**src/rtl/mem_port_arbiter.sv**
```systemverilog
// mem_port_arbiter: shares one single-ported memory between fetch and data ports with timeout and starvation guard
module mem_port_arbiter #(
    parameter int TIMEOUT_CYCLES = 255,
    parameter int STARVE_LIMIT   = 4
) (
    input  logic        clk,
    input  logic        resetn,
    input  logic        if_req,
    input  logic [31:0] if_addr,
    output logic        if_ready,
    output logic [31:0] if_rdata,
    output logic        if_err,
    input  logic        dm_req,
    input  logic        dm_we,
    input  logic [31:0] dm_addr,
    input  logic [31:0] dm_wdata,
    input  logic [3:0]  dm_wstrb,
    output logic        dm_ready,
    output logic [31:0] dm_rdata,
    output logic        dm_err,
    output logic        mem_req,
    output logic        mem_we,
    output logic [31:0] mem_addr,
    output logic [31:0] mem_wdata,
    output logic [3:0]  mem_wstrb,
    input  logic        mem_ready,
    input  logic [31:0] mem_rdata
);
    localparam int TW = TIMEOUT_CYCLES > 1 ? $clog2(TIMEOUT_CYCLES) : 1;
    localparam int SW = $clog2(STARVE_LIMIT + 1);
    localparam logic [TW-1:0] T_LAST = TW'(TIMEOUT_CYCLES > 0 ? TIMEOUT_CYCLES - 1 : 0);
    localparam logic [SW-1:0] S_MAX  = SW'(STARVE_LIMIT);

    typedef enum logic [1:0] {IDLE, BUSY_IF, BUSY_DM, RESP} state_t;

    state_t        state, state_nxt;
    logic [SW-1:0] streak;
    logic [TW-1:0] timer;
    logic          grant_dm, grant_if, busy, expire, done;

    // Arbitration, timeout detection and next-state selection
    always_comb begin
        grant_dm  = state == IDLE && dm_req && !(if_req && streak == S_MAX);
        grant_if  = state == IDLE && if_req && !grant_dm;
        busy      = state == BUSY_IF || state == BUSY_DM;
        expire    = TIMEOUT_CYCLES != 0 && busy && !mem_ready && timer == T_LAST;
        done      = busy && (mem_ready || expire);
        state_nxt = state == IDLE ? (grant_dm ? BUSY_DM : grant_if ? BUSY_IF : IDLE) :
                    state == RESP ? IDLE :
                    done          ? RESP : state;
    end

    // State register
    always_ff @(posedge clk or negedge resetn) begin
        if (!resetn) state <= IDLE;
        else         state <= state_nxt;
    end

    // Memory-side request, requester responses, wait timer and fetch starvation streak
    always_ff @(posedge clk or negedge resetn) begin
        if (!resetn) begin
            mem_req   <= 1'b0;
            mem_we    <= 1'b0;
            mem_addr  <= '0;
            mem_wdata <= '0;
            mem_wstrb <= '0;
            if_ready  <= 1'b0;
            if_rdata  <= '0;
            if_err    <= 1'b0;
            dm_ready  <= 1'b0;
            dm_rdata  <= '0;
            dm_err    <= 1'b0;
            timer     <= '0;
            streak    <= '0;
        end else begin
            if_ready <= 1'b0;
            dm_ready <= 1'b0;
            timer    <= (busy && !done) ? timer + 1'b1 : '0;
            if (grant_dm || grant_if) begin
                mem_req   <= 1'b1;
                mem_we    <= grant_dm && dm_we;
                mem_addr  <= grant_dm ? dm_addr : if_addr;
                mem_wdata <= grant_dm ? dm_wdata : '0;
                mem_wstrb <= (grant_dm && dm_we) ? dm_wstrb : 4'b0000;
                if_err    <= 1'b0;
                dm_err    <= 1'b0;
                streak    <= (grant_dm && if_req) ? (streak == S_MAX ? streak : streak + 1'b1) : '0;
            end
            if (done) begin
                mem_req <= 1'b0;
                if (state == BUSY_IF) begin
                    if_ready <= 1'b1;
                    if_err   <= expire;
                    if_rdata <= expire ? '0 : mem_rdata;
                end else begin
                    dm_ready <= 1'b1;
                    dm_err   <= expire;
                    if (expire || !mem_we) dm_rdata <= expire ? '0 : mem_rdata;
                end
            end
        end
    end
endmodule

```
**config.mk**
```make
export PLATFORM = sky130hd
export DESIGN_NAME = mem_port_arbiter
export DESIGN_NICKNAME = d
export VERILOG_FILES = /design/src/rtl/mem_port_arbiter.sv
export SDC_FILE = /design/constraint.sdc
export NUM_CORES = 1
export LEC_CHECK = 0
export BUFFER_PORTS_ARGS = -buffer_cell sky130_fd_sc_hd__buf_4
export CAP_MARGIN = 30
export CORE_MARGIN = 2
export CORE_UTILIZATION = 47
export DETAILED_ROUTE_END_ITERATION = 6
export PLACE_DENSITY = 0.8
export SLEW_MARGIN = 0
export SYNTH_ARGS = -nofsm -noshare
export SYNTH_HDL_FRONTEND = slang
export SYNTH_SLANG_ARGS = --single-unit
```
**constraint.sdc**
```tcl
create_clock -name clk -period 2.1 [get_ports clk]
set_clock_uncertainty 0.15 [all_clocks]
set_input_delay 0.315 -clock clk [delete_from_list [all_inputs] [get_ports clk]]
set_output_delay 0.315 -clock clk [all_outputs]
set_load 0.02 [all_outputs]
```
==> flow_metrics.py <==
metrics = {
    "run_status": {
        "status": "finished, final reports clean",
    },
    "setup_path": {
        "path_class": "reg2reg",
        "startpoint_type": "flip-flop",
        "r2r_slack_ns": 0.12,
        "crit_path_cell_trace": "inv_1, ha_1, nand2_1, a31oi_4, buf_12, buf_4, nand2_1, o21ai_0",
        "critPathMostFrequentCell": "nand2_1",
        "critical_path.max_stage_delay_ns": 0.39,
        "critPathArrivalTime_ns": 2.13,
        "critPathCaptureType": "flip-flop",
        "crit_path_max_fanout": 28,
        "critPathRequiredTime_ns": 2.25,
        "crit_path_top_delay_cell": "dfrtp_1",
    },
    "power": {
        "powerDensity_nw_per_um2": 1470,
        "power_leakage_uw": 0.00508,
        "fin_total_pwr_uw": 14900,
        "ir_worst_vdd_uv": 833,
    },
    "yosys": {
        "yosysSeqAreaShare_pct": 60.8,
        "synthFlopType": "dfrtp_1",
        "syn_area_per_cell_um2": 10.6,
        "synth_edf_count": 0,
        "synth_area_um2": 6210,
        "synth.distinct_cells": 36,
        "synthCells": 587,
        "syn-num-nets": 732,
        "synth_warnings": 0,
        "ys_async_sr_fraction_pct": 100,
        "synth_seq_cells": 151,
    },
    "cells_and_area": {
        "final_nets": 1104,
        "fill_cells": 704,
        "finish.utilization_pct": 79.3,
        "multi_input_area_um2": 2190,
        "stdcell_area_um2": 10100,
        "seqCellArea_um2": 3780,
        "instances_no_fill": 1143,
        "area_growth_pct": 63.1,
        "final_layout_size_suffix_gt1_share_pct": 33.6,
    },
    "place": {
        "placed_area_um2": 8520,
        "placed_cells": 1009,
        "gp_congestion": 0.874,
        "hpwl_um": 13100,
        "port_buffers": 275,
    },
    "cts": {
        "cts-htree-levels": 4,
        "numCtsBuffers": 17,
        "clk_latency_ns": 0.41,
        "cts_tree": "built",
        "cts_buffer_depth": 2,
        "clock-root-buffer": "clkbuf_16",
        "clock_sinks": 151,
        "clkTransAtPathRegs_ns": 0.06,
    },
    "floorplanning": {
        "start_util_pct": 48.6,
        "die_h_um": 119,
        "fp-row-count": 41,
        "io_pins": 276,
        "die-area_um2": 14200,
        "coreArea_um2": 12800,
        "die_x_um": 119,
    },
    "timing": {
        "drv_slew": 0,
        "hold_viol": 0,
        "rsz0062_at_grt": "false",
        "maxSlewHeadroom_pct": 49.4,
        "finalSetupViolCount": 0,
        "fin_crit_ns": 1.98,
        "fin_tns_setup_ns": 0,
        "max_freq_mhz": 506,
        "worstMarginPinSlew_ns": 0.753,
        "period_share_pct": 94.2,
    },
    "route": {
        "drt_iter0_markers": 566,
        "antenna_left": 0,
        "vias": 6143,
        "wl_um": 21700,
        "remaining_drc_errors": 0,
        "avgRoutedWirePerCell_um": 19.0,
        "first_pass_iters": 6,
        "via_per_inst": 5.37,
    },
    "global_routing": {
        "gr-total-overflow": 0,
        "grt_start_max_net_pins": 56,
        "grt_pass1_vias": 6513,
        "grtUsageTotal_pct": 30.5,
        "antenna_found_initial": 0,
        "grt_pass1_wl_um": 33600,
    },
    "job": {
        "cap_violations": 0,
    },
    "min_path": {
        "hold_path_class": "in2reg",
    },
}
-- flip-flops by register name (all words and copies together), names as in the netlist, 2 cells and up --
name / count
state: 2
timer: 8
streak: 3
mem_wdata: 32
mem_addr: 32
dm_rdata: 32
if_rdata: 32
mem_wstrb: 4
-- synthesized netlist by cell type, types with 2 or more instances --
cell type / count / share of area, %
nor2_1: 10 / 0.60
inv_1: 7 / 0.42
nand3_1: 4 / 0.32
buf_4: 4 / 0.48
xnor2_1: 4 / 0.56
a32o_1: 4 / 0.64
a21oi_1: 36 / 2.9
clkbuf_1: 16 / 0.97
xor2_1: 3 / 0.42
buf_6: 6 / 1.1
nand2_1: 169 / 10
ha_1: 7 / 1.4
o21ai_0: 52 / 4.2
a22o_1: 33 / 4.7
buf_2: 14 / 1.1
o21ai_1: 16 / 1.3
dfrtp_1: 151 / 61
and3b_1: 2 / 0.28
mux2i_1: 32 / 5.2
-- cell usage in the layout, fill, tap and decap left out, types with 3 or more instances in the layout --
master         instances
o21ai_1               16
buf_12                10
clkbuf_16             18
xnor2_1                4
buf_4                281
mux2i_1               32
a32o_1                 4
inv_1                  7
nand3_1                4
a21oi_1               36
ha_1                   7
nor2_1                10
nand2_1              168
xor2_1                 3
clkinv_2               5
a22o_1                33
dfrtp_1              151
o21ai_0               52
dlygate4sd3_1        101
-- routing by layer --
layer / part of all wire, % / GRT usage [%]
met5: 0 / 0
met4: 4.9 / 16.9
met3: 8.5 / 8.43
met2: 51 / 52.7
met1: 36 / 34.1
-- timing repair --
item                       4_1_cts  5_1_grt
buffers inserted                 0        1
hold buffers                   101        0
resized for setup                0        0
hold endpoints to repair       154        0
setup endpoints to repair        0        6
-- report_power, final --
part / switching (uW) / internal, uW
combinational: 3960 / 3040
clock: 1140 / 1790
sequential: 817 / 4150
-- cell families (layout without fill, tap and decap cells) --
family / after synthesis / after routing / synth area share (%)
AO/OA/AOI/OAI: 147 / 147 / 14.6
AND/OR/NAND/NOR: 195 / 195 / 12.8
flip-flops: 151 / 151 / 60.8
other: 0 / 1 / 0
adder cells (fa/ha/maj): 7 / 7 / 1.41
buffers and inverters: 48 / 431 / 4.17
multiplexers: 32 / 32 / 5.16
XOR/XNOR: 7 / 7 / 0.987
-- final timing paths --
check	from	endpoint	cells after the start
min in group asynchronous	resetn	dm_rdata[4]$_DFFE_PN0P_	2
max in group asynchronous	resetn	mem_wdata[12]$_DFFE_PN0P_	3
hold reg to reg	mem_wstrb[0]$_DFFE_PN0P_	mem_wstrb[0]$_DFFE_PN0P_	1
hold / removal	mem_rdata[2]	if_rdata[2]$_DFFE_PN0P_	2
setup / recovery	state[1]$_DFFE_PN0P_	mem_wdata[28]$_DFFE_PN0P_	8
setup reg to reg	state[1]$_DFFE_PN0P_	mem_wdata[28]$_DFFE_PN0P_	8
-- worst max-delay path, delay by kind of cell (launching register included) --
| family | cells | cell delay (ns) |
|---|---|---|
| AOI/OAI and AO/OA | 2 | 0.34 |
| adders and majority gates | 1 | 0.26 |
| buffers and inverters | 3 | 0.50 |
| DFF | 1 | 0.39 |
| and+or+nand+nor | 2 | 0.21 |
-- metrics by stage --
step	hold WS (ns)	setup slack, ns
after global placement	0.111	0.234
after floorplan	-0.131	0.222
final	0.0131	0.122
after global routing	0.0119	0.00711
after CTS	0.000227	0.162
after detailed placement	0.114	0.186
-- layout make-up --
cell class                      instances  share of cell area, %
Antenna cell                            1                 0.0247
Multi-Input combinational cell        388                   21.6
Clock inverter                          9                   1.00
Clock buffer                           21                   4.54
Sequential cell                       151                   37.3
Timing Repair Buffer                  394                   33.1
Tap cell                              172                   2.12
Inverter                                7                  0.259
Note: power is estimated with default switching activity, not from simulation.
